**src/rtl/mem_bus_lsu.sv**
```systemverilog
// MIPS32 MEM-stage load/store unit: memory aluops become one req/ack bus transaction, loads are aligned and extended.
// Latency: 3 cycles minimum (issue, ack, result), plus one per ack wait cycle; the pipeline is held via stallreq_o.
module mem_bus_lsu (
    input  logic        clk,
    input  logic        rst,
    input  logic        flush,
    input  logic [7:0]  aluop_i,
    input  logic [31:0] mem_addr_i,
    input  logic [31:0] reg2_i,
    input  logic [4:0]  wd_i,
    input  logic        wreg_i,
    input  logic [31:0] wdata_i,
    input  logic [31:0] excepttype_i,
    output logic [4:0]  wd_o,
    output logic        wreg_o,
    output logic [31:0] wdata_o,
    output logic        adel_o,
    output logic        ades_o,
    output logic        stallreq_o,
    output logic        bus_req_o,
    output logic        bus_we_o,
    output logic [31:0] bus_addr_o,
    output logic [3:0]  bus_sel_o,
    output logic [31:0] bus_wdata_o,
    input  logic        bus_ack_i,
    input  logic [31:0] bus_rdata_i
);

    localparam logic [7:0] OP_LB  = 8'b11100000;
    localparam logic [7:0] OP_LBU = 8'b11100100;
    localparam logic [7:0] OP_LH  = 8'b11100001;
    localparam logic [7:0] OP_LHU = 8'b11100101;
    localparam logic [7:0] OP_LW  = 8'b11100011;
    localparam logic [7:0] OP_SB  = 8'b11101000;
    localparam logic [7:0] OP_SH  = 8'b11101001;
    localparam logic [7:0] OP_SW  = 8'b11101011;

    localparam logic [1:0] S_IDLE  = 2'd0;
    localparam logic [1:0] S_REQ   = 2'd1;
    localparam logic [1:0] S_DONE  = 2'd2;
    localparam logic [1:0] S_DRAIN = 2'd3;

    logic [1:0]  state_q, state_d;
    logic        bus_req_q, bus_req_d;
    logic        bus_we_q, bus_we_d;
    logic [31:0] bus_addr_q, bus_addr_d;
    logic [3:0]  bus_sel_q, bus_sel_d;
    logic [31:0] bus_wdata_q, bus_wdata_d;
    logic [31:0] rdata_q, rdata_d;
    logic [1:0]  addr_lo_q, addr_lo_d;

    logic        is_load, is_store, size_b, size_h, size_w;
    logic        is_mem, misalign, op_valid;
    logic [3:0]  sel_c;
    logic [31:0] wdata_c;
    logic [7:0]  ld_byte;
    logic [15:0] ld_half;
    logic [31:0] load_val;

    always_comb begin
        is_load  = 1'b0;
        is_store = 1'b0;
        size_b   = 1'b0;
        size_h   = 1'b0;
        size_w   = 1'b0;
        case (aluop_i)
            OP_LB, OP_LBU: begin is_load  = 1'b1; size_b = 1'b1; end
            OP_LH, OP_LHU: begin is_load  = 1'b1; size_h = 1'b1; end
            OP_LW:         begin is_load  = 1'b1; size_w = 1'b1; end
            OP_SB:         begin is_store = 1'b1; size_b = 1'b1; end
            OP_SH:         begin is_store = 1'b1; size_h = 1'b1; end
            OP_SW:         begin is_store = 1'b1; size_w = 1'b1; end
            default: ;
        endcase
    end

    assign is_mem   = is_load | is_store;
    assign misalign = (size_h & mem_addr_i[0]) | (size_w & (mem_addr_i[1:0] != 2'b00));
    assign op_valid = is_mem & (excepttype_i == 32'h0) & ~misalign & ~flush;
    assign adel_o   = is_load & misalign & ~flush;
    assign ades_o   = is_store & misalign & ~flush;

    // Big-endian lanes: sel[3] carries byte offset 0.
    always_comb begin
        sel_c   = 4'b1111;
        wdata_c = reg2_i;
        if (size_b) begin
            sel_c   = 4'b1000 >> mem_addr_i[1:0];
            wdata_c = {4{reg2_i[7:0]}};
        end else if (size_h) begin
            sel_c   = mem_addr_i[1] ? 4'b0011 : 4'b1100;
            wdata_c = {2{reg2_i[15:0]}};
        end
    end

    always_comb begin
        state_d     = state_q;
        bus_req_d   = bus_req_q;
        bus_we_d    = bus_we_q;
        bus_addr_d  = bus_addr_q;
        bus_sel_d   = bus_sel_q;
        bus_wdata_d = bus_wdata_q;
        rdata_d     = rdata_q;
        addr_lo_d   = addr_lo_q;
        case (state_q)
            S_IDLE: begin
                if (op_valid) begin
                    state_d     = S_REQ;
                    bus_req_d   = 1'b1;
                    bus_we_d    = is_store;
                    bus_addr_d  = {mem_addr_i[31:2], 2'b00};
                    bus_sel_d   = sel_c;
                    bus_wdata_d = wdata_c;
                    addr_lo_d   = mem_addr_i[1:0];
                end
            end
            S_REQ: begin
                if (bus_ack_i) begin
                    bus_req_d = 1'b0;
                    if (flush) begin
                        state_d = S_IDLE;
                    end else begin
                        rdata_d = bus_rdata_i;
                        state_d = S_DONE;
                    end
                end else if (flush) begin
                    state_d = S_DRAIN;
                end
            end
            S_DONE: state_d = S_IDLE;
            S_DRAIN: begin
                // The cancelled access must still complete on the bus before a new one may start.
                if (bus_ack_i) begin
                    bus_req_d = 1'b0;
                    state_d   = S_IDLE;
                end
            end
            default: state_d = S_IDLE;
        endcase
    end

    always_ff @(posedge clk) begin
        if (rst) begin
            state_q     <= S_IDLE;
            bus_req_q   <= 1'b0;
            bus_we_q    <= 1'b0;
            bus_addr_q  <= 32'h0;
            bus_sel_q   <= 4'h0;
            bus_wdata_q <= 32'h0;
            rdata_q     <= 32'h0;
            addr_lo_q   <= 2'b00;
        end else begin
            state_q     <= state_d;
            bus_req_q   <= bus_req_d;
            bus_we_q    <= bus_we_d;
            bus_addr_q  <= bus_addr_d;
            bus_sel_q   <= bus_sel_d;
            bus_wdata_q <= bus_wdata_d;
            rdata_q     <= rdata_d;
            addr_lo_q   <= addr_lo_d;
        end
    end

    always_comb begin
        case (addr_lo_q)
            2'b00:   ld_byte = rdata_q[31:24];
            2'b01:   ld_byte = rdata_q[23:16];
            2'b10:   ld_byte = rdata_q[15:8];
            default: ld_byte = rdata_q[7:0];
        endcase
        ld_half = addr_lo_q[1] ? rdata_q[15:0] : rdata_q[31:16];
        case (aluop_i)
            OP_LB:   load_val = {{24{ld_byte[7]}}, ld_byte};
            OP_LBU:  load_val = {24'h0, ld_byte};
            OP_LH:   load_val = {{16{ld_half[15]}}, ld_half};
            OP_LHU:  load_val = {16'h0, ld_half};
            default: load_val = rdata_q;
        endcase
    end

    always_comb begin
        stallreq_o = 1'b0;
        if (!rst) begin
            case (state_q)
                S_IDLE:  stallreq_o = op_valid;
                S_REQ:   stallreq_o = 1'b1;
                S_DRAIN: stallreq_o = is_mem;
                default: stallreq_o = 1'b0;
            endcase
        end
    end

    always_comb begin
        wd_o    = wd_i;
        wreg_o  = wreg_i;
        wdata_o = wdata_i;
        if (misalign) begin
            wreg_o = 1'b0;
        end else if (is_load) begin
            if (state_q == S_DONE) begin
                wdata_o = load_val;
            end else begin
                wreg_o = 1'b0;
            end
        end
    end

    assign bus_req_o   = bus_req_q;
    assign bus_we_o    = bus_we_q;
    assign bus_addr_o  = bus_addr_q;
    assign bus_sel_o   = bus_sel_q;
    assign bus_wdata_o = bus_wdata_q;

endmodule

```
**config.mk**
```make
export PLATFORM = sky130hd
export DESIGN_NAME = mem_bus_lsu
export DESIGN_NICKNAME = d
export VERILOG_FILES = /design/src/rtl/mem_bus_lsu.sv
export SDC_FILE = /design/constraint.sdc
export NUM_CORES = 1
export LEC_CHECK = 0
export BUFFER_PORTS_ARGS = -buffer_cell sky130_fd_sc_hd__buf_2
export CAP_MARGIN = 20
export CORE_MARGIN = 2
export CORE_UTILIZATION = 42
export DETAILED_ROUTE_END_ITERATION = 6
export GPL_ROUTABILITY_DRIVEN = 1
export PLACE_DENSITY = 0.77
export SLEW_MARGIN = 20
export SYNTH_ARGS = -nofsm -noshare
export SYNTH_HDL_FRONTEND = slang
export SYNTH_SLANG_ARGS = --single-unit
```
**constraint.sdc**
```tcl
create_clock -name clk -period 2.8 [get_ports clk]
set_input_delay 0.7 -clock clk [delete_from_list [all_inputs] [get_ports clk]]
set_output_delay 0.7 -clock clk [all_outputs]
set_load 0.01 [all_outputs]
```
==> results.py, run 1 <==
metrics = {
    "route": {
        "vias": 6169,
        "first_pass_iters": 5,
        "post_drt_via_cell_ratio": 5.264,
        "detail_route.wl_per_cell_um": 16.57,
        "drtIter0Drc": 464,
        "ant_nets": 0,
        "finalWirelength_um": 19420,
        "drc_errors": 0,
    },
    "sta": {
        "rsz0062_at_grt": "true",
        "fin_skew_ps": 5.919,
        "finalCritPeriodShare": 1.065,
        "drv_slew": 0,
        "finalCriticalPeriod_ps": 2983,
        "worst_pin_slew_ps": 618.8,
        "relSlewSlack": 0.5874,
        "fmax_ghz": 0.3352,
        "setup_violations": 32,
        "post-route-worst-setup-slack_ps": -183.1,
        "report.final.hold_viol_count": 0,
        "timing.hold.ws_ps": 470.0,
        "tns_ps": -3396,
    },
    "grt": {
        "grt_start_max_net_pins": 174,
        "grt_pass1_vias": 5886,
        "grt_pass1_wl_um": 29280,
        "grt_overflow": 0,
        "grtUsageTotal": 0.2530,
        "antenna_found_initial": 1,
    },
    "clock_network": {
        "numCtsBuffers": 9,
        "cts_tree": "yes",
        "cts.sinks": 104,
        "ctsHtreeMaxLevel": 3,
        "clk-insertion-delay-late_ps": 350,
        "cts_root_buf": "clkbuf_16",
        "clkTransAtPathRegs_ps": 70,
        "clockBufferDepth": 2,
    },
    "power_and_ir_drop": {
        "peakVddDrop_mv": 0.4144,
        "power.density_nw_per_um2": 364.2,
        "p_leak_nw": 4.003,
    },
    "hold_path": {
        "min_delay_path_depth": 2,
        "worstHoldEndpoint": "bus_wdata_o[31]",
        "hp-class": "reg2reg",
        "hold_start": "bus_wdata_o[31]",
    },
    "yosys": {
        "yosys_register_bits": 104,
        "ys_types": 42,
        "yosys_warnings": 0,
        "synth_cells": 711,
        "ys_async_sr_fraction": 0,
        "avgSynthCellArea_um2": 8.093,
        "synth-edff-count": 0,
        "synth-simple-area-share": 0.2722,
        "synth_compound_area_frac": 0.1433,
        "synth_top_family_by_area": "simple AND/OR/NAND/NOR gates",
        "synth_area_um2": 5754,
        "synthAdderAreaFrac": 0,
        "synth-xor-area-share": 0.001522,
        "ys.flop_type": "dfxtp_1",
        "ys_seq_area_frac": 0.3618,
        "synthMuxAreaShare": 0.1687,
    },
    "setup_path": {
        "critPathArrivalTime_ps": 2280,
        "cp-end-kind": "output port",
        "critPathKind": "in2out",
        "r2r-end": "bus_addr_o[17]",
        "r2r_slack_ps": 1090,
        "critPathRequiredTime_ps": 2100,
        "critPathMaxFanout": 16,
        "reg2regPathDepth": 7,
        "cp-start-kind": "primary input",
        "r2r_start": "state_q[1]",
    },
    "final_layout": {
        "drive_gt1_frac": 0.4372,
        "fin_nets": 1168,
        "area_growth_pct": 48.99,
        "final_cell_area_um2": 8573,
        "final_cells": 1172,
    },
    "place": {
        "globalplace.congestion": 0.8975,
        "placed_cell_area_um2": 7637,
        "hpwl_um": 13390,
        "dp_slack_ps": -150.4,
        "portBuffers": 276,
        "placed_cells": 1141,
    },
    "run": {
        "drv_cap": 0,
    },
    "floorplan": {
        "die_y_um": 121.1,
        "fp.dieW_um": 121.1,
        "die_area_um2": 14650,
        "start_util": 0.4328,
        "io_pins": 289,
        "core_um2": 13300,
        "num_rows": 42,
    },
    "outcome": {
        "status": "finished with violations",
        "violations": "negative setup slack",
    },
}
## sequential cells by signal, indices dropped and copies added, names as in the netlist
signal	count
bus_sel_o	4
bus_req_o	1
addr_lo_q	2
bus_we_o	1
bus_wdata_o	32
bus_addr_o	30
state_q	2
rdata_q	32
## final cells by class
type                    count  area (µm²)
clock inverters             5       40.04
clock buffers              11       242.7
multi-input cells         544        3882
diodes                      1       2.502
fillers                  1110        4722
repair buffers            330        2100
well taps                 176       220.2
inverters                   1       3.754
flip-flops and latches    104        2082
## synthesized netlist by cell type (4+ instances only)
cell / count / area [µm²]
o21ai_0: 28 / 140.1
a211o_1: 10 / 87.58
nor2_1: 33 / 123.9
nor2b_1: 21 / 131.4
o22ai_1: 7 / 43.79
buf_4: 7 / 52.55
nand2_1: 129 / 484.2
nand3_1: 5 / 25.02
nand2b_1: 94 / 588.1
nor4_1: 8 / 50.05
a21oi_1: 56 / 280.3
a31oi_1: 18 / 112.6
a22oi_1: 7 / 52.55
buf_1: 4 / 15.01
dfxtp_1: 104 / 2082
clkbuf_1: 32 / 120.1
buf_2: 19 / 95.09
mux2_2: 22 / 247.7
a221oi_1: 7 / 61.31
mux2i_1: 70 / 700.7
## through the flow
stage | utilization | total power [mW]
6_report | 0.6448 | 3.122
5_1_grt | 0.6446 | 3.243
4_1_cts | 0.6182 | 3.126
3_5_place_dp | 0.5744 | 1.881
3_3_place_gp | 0.5744 | 1.877
2_1_floorplan | - | 1.691
## worst max-delay path: stages
cell and delay [ps]:
buf_6 90, nand4b_4 200, or3_4 370, or3_4 350, buf_12 170, a31oi_1 210
buf_2 170
## cell usage in the layout (no fill, tap or decap), types with 3 or more instances in the layout
cell type,netlist,layout
buf_2,19,265
nand2_1,129,117
dfxtp_1,104,104
nand2b_1,94,93
mux2i_1,70,70
a21oi_1,56,56
buf_4,7,36
nor2_1,33,25
mux2_2,22,22
nor2b_1,21,21
o21ai_0,28,12
o21ai_2,0,12
buf_6,1,12
a31oi_4,0,11
clkbuf_16,0,11
buf_12,0,11
a211o_1,10,10
nand2_4,0,9
nor2_2,1,7
o22ai_1,7,7
nor4_1,8,7
a31oi_1,18,6
nand3_1,5,5
a221oi_4,0,5
o21ai_1,0,4
a22oi_2,0,4
or3_4,0,3
nand2_2,0,3
a22oi_1,7,3
buf_16,0,3
## layer usage
metal	track usage	routed length [µm]	share of wire
met3	0.08600	1711	0.088
met4	0.09448	540	0.028
met2	0.4515	9799	0.50
met5	0	0	0
met1	0.2756	7370	0.38
## where the power goes
group	total [mW]	internal, mW	leakage, nW	switching (mW)
clock	1.23	0.637	0.134	0.592
combinational	0.416	0.220	3.03	0.196
sequential	1.48	1.48	0.837	0.00000000000455
## what timing repair did
| action | 4_1_cts | 5_1_grt |
|---|---|---|
| endpoints found under the setup margin | 32 | 33 |
| buffers inserted | 6 | 3 |
| hold buffers | 0 | 0 |
| cloned | 3 | 2 |
| resized for setup | 46 | 54 |
| pin swaps | 14 | 14 |
## cell families after synthesis
group	Yosys count
xor gates and xnor gates	1
buffers and inverters	64
other	1
AOI/OAI and AO/OA	138
muxes	93
and+or+nand+nor	310
DFF	104
## how the worst max path moves through the flow
stage | start | end | depth (start not counted)
CTS | aluop_i[4] | wdata_o[7] | 10
detailed placement | aluop_i[4] | wdata_o[31] | 7
finish | aluop_i[4] | wdata_o[16] | 7
floorplan | aluop_i[3] | wdata_o[21] | 7
global route | aluop_i[4] | wdata_o[16] | 10
global placement | aluop_i[4] | wdata_o[7] | 9
(Power assumes the default switching activity.)
==> run 2, diff against run 1 <==
--- a/config.mk
+++ b/config.mk
@@ -7,6 +7,7 @@
 export LEC_CHECK = 0
 export BUFFER_PORTS_ARGS = -buffer_cell sky130_fd_sc_hd__buf_2
 export CAP_MARGIN = 20
+export CORE_ASPECT_RATIO = 1.1
 export CORE_MARGIN = 2
 export CORE_UTILIZATION = 42
 export DETAILED_ROUTE_END_ITERATION = 6
==> results.py, run 2 (synthesis results as in run 1) <==
metrics = {
    "outcome": {
        "status": "finished with violations",
        "violations": "negative setup slack",
    },
    "clock_network": {
        "cts_root_buf": "clkbuf_16",
        "ctsHtreeMaxLevel": 3,
        "clockBufferDepth": 2,
        "clk-insertion-delay-late_ps": 350,
        "clkTransAtPathRegs_ps": 80,
        "numCtsBuffers": 9,
        "cts.sinks": 104,
        "cts_tree": "yes",
    },
    "run": {
        "drv_cap": 0,
    },
    "grt": {
        "grtUsageMet2": 0.4231,
        "grtUsageTotal": 0.2417,
        "grt_pass1_wl_um": 28410,
        "grt-busiest-layer": "met2",
        "grt_util_met1": 0.2708,
        "grt_pass1_vias": 5960,
        "grt_use_met3": 0.06068,
        "grt_overflow": 0,
        "grt_start_max_net_pins": 174,
        "antenna_found_initial": 0,
    },
    "final_layout": {
        "drive_gt1_frac": 0.4418,
        "final_cell_mix": "261 x buf_2, 117 x nand2_1, 104 x dfxtp_1",
        "fin_util": 0.6521,
        "final_cells": 1189,
        "fin_nets": 1178,
        "final_cell_area_um2": 8652,
        "layout_commonest_cell": "buf_2",
        "num_antenna_cells": 0,
        "area_growth_pct": 50.36,
    },
    "route": {
        "vias": 6262,
        "first_pass_iters": 5,
        "finalWirelength_um": 19570,
        "detail_route.wl_per_cell_um": 16.46,
        "drtIter0Drc": 389,
        "ant_nets": 0,
        "drc_errors": 0,
        "post_drt_via_cell_ratio": 5.267,
    },
    "power_and_ir_drop": {
        "internal_power_mw": 2.327,
        "power.density_nw_per_um2": 361.7,
        "seqPwrFrac": 0.472,
        "power_switching_share": 0.2565,
        "combPwrFrac": 0.136,
        "p_clk_frac": 0.392,
        "peakVddDrop_mv": 0.2707,
        "power_mw": 3.129,
        "switchingPower_mw": 0.8028,
        "p_leak_nw": 4.064,
    },
    "sta": {
        "setup_violations": 32,
        "report.final.hold_viol_count": 0,
        "drv_slew": 0,
        "fin_skew_ps": 11.81,
        "fmax_ghz": 0.3261,
        "worst_pin_slew_ps": 612.1,
        "finalCritPeriodShare": 1.095,
        "finalCriticalPeriod_ps": 3067,
        "rsz0062_at_grt": "true",
        "post-route-worst-setup-slack_ps": -266.9,
        "relSlewSlack": 0.5919,
    },
    "setup_path": {
        "cp-start-kind": "primary input",
        "critPathKind": "in2out",
        "critPathRequiredTime_ps": 2100,
        "path_cells": "buf_2 > buf_4 > a211o_1 > buf_6 > nor3_4 > buf_12 > buf_12 > nor2_2 > a31oi_4 > buf_6",
        "critPathMaxFanout": 6,
        "cp_slowest_stage_delay_ps": 300,
        "worst-path-buf-inv": 6,
        "cp-end-kind": "output port",
        "critical-path-slowest-cell": "a211o_1",
        "critPathTopFamily": "buffers and inverters",
        "critPathArrivalTime_ps": 2370,
    },
    "floorplan": {
        "die_area_um2": 14650,
        "die_y_um": 126.8,
        "num_rows": 44,
        "start_util": 0.4337,
        "io_pins": 289,
        "fp.dieW_um": 115.6,
        "core_um2": 13270,
    },
    "hold_path": {
        "hp-class": "reg2reg",
    },
    "place": {
        "hpwl_um": 13030,
        "placed_cell_area_um2": 7700,
        "portBuffers": 276,
        "dp_slack_ps": -337.4,
        "placed_cells": 1157,
        "globalplace.congestion": 0.8874,
    },
}
-- run 2: cell count changes in the layout (fill, tap and decap cells not counted), moves of 3 or more --
cell	before	now
a221oi_4	5	0
a22oi_1	3	7
nor2_4	2	7
a22oi_2	4	0
buf_2	265	261
nor2_1	25	18
buf_6	12	20
nand2_4	9	5
a221oi_1	1	6
nand2_2	3	7
buf_4	36	39
-- run 2: cell type report --
type,count,area [µm²]
Tap cell,184,230.2
Sequential cell,104,2082
Multi-Input combinational cell,544,3796
Timing Repair Buffer,340,2252
Clock buffer,9,225.2
Fill cell,1068,4616
Inverter,1,3.754
Clock inverter,7,62.56
-- run 2: stage by stage --
stage / TNS, ps / hold slack (ps)
3_5_place_dp: -4239 / 448.8
6_report: -4768 / 458.0
2_1_floorplan: -978.0 / 448.8
3_3_place_gp: -3640 / 442.2
4_1_cts: -3782 / 459.5
5_1_grt: -6449 / 495.8
-- run 2: power by group through the flow --
stage          Clock (mW)  Sequential [mW]  Combinational, mW
2_1_floorplan           0             1.51              0.179
3_3_place_gp            0             1.51              0.365
3_5_place_dp            0             1.51              0.370
4_1_cts              1.25             1.48              0.391
5_1_grt              1.31             1.48              0.464
6_report             1.23             1.48              0.426
-- run 2: worst min-delay path, cell delays in order, from the launching register on --
cell and delay (ps):
dfxtp_1 310, nand2_1 50, a21oi_1 50
-- run 2: path summary, 6_finish.rpt --
path	start	endpoint	slack [ps]	cells after the start
worst max-delay path	aluop_i[3]	wdata_o[30]	-270	10
worst min-delay path	bus_req_o	bus_req_o	460	2
worst max register to register	state_q[1]	bus_wdata_o[1]	1010	7
worst min register to register	bus_req_o	bus_req_o	460	2
-- run 2: routing by layer --
metal / vias up / wire length [µm]
li1: 3013 / -
met1: 2865 / 7418
met2: 318 / 9630
met3: 66 / 1704
met4: 0 / 814
met5: - / 0
-- run 2: timing repair --
item / 4_1_cts / 5_1_grt
endpoints found under the setup margin: 33 / 33
pin swaps: 14 / 5
setup buffers: 6 / 4
gates resized for setup: 61 / 45
hold buffers: 0 / 0
gates cloned: 5 / 1
endpoints found under the hold margin: 0 / 0
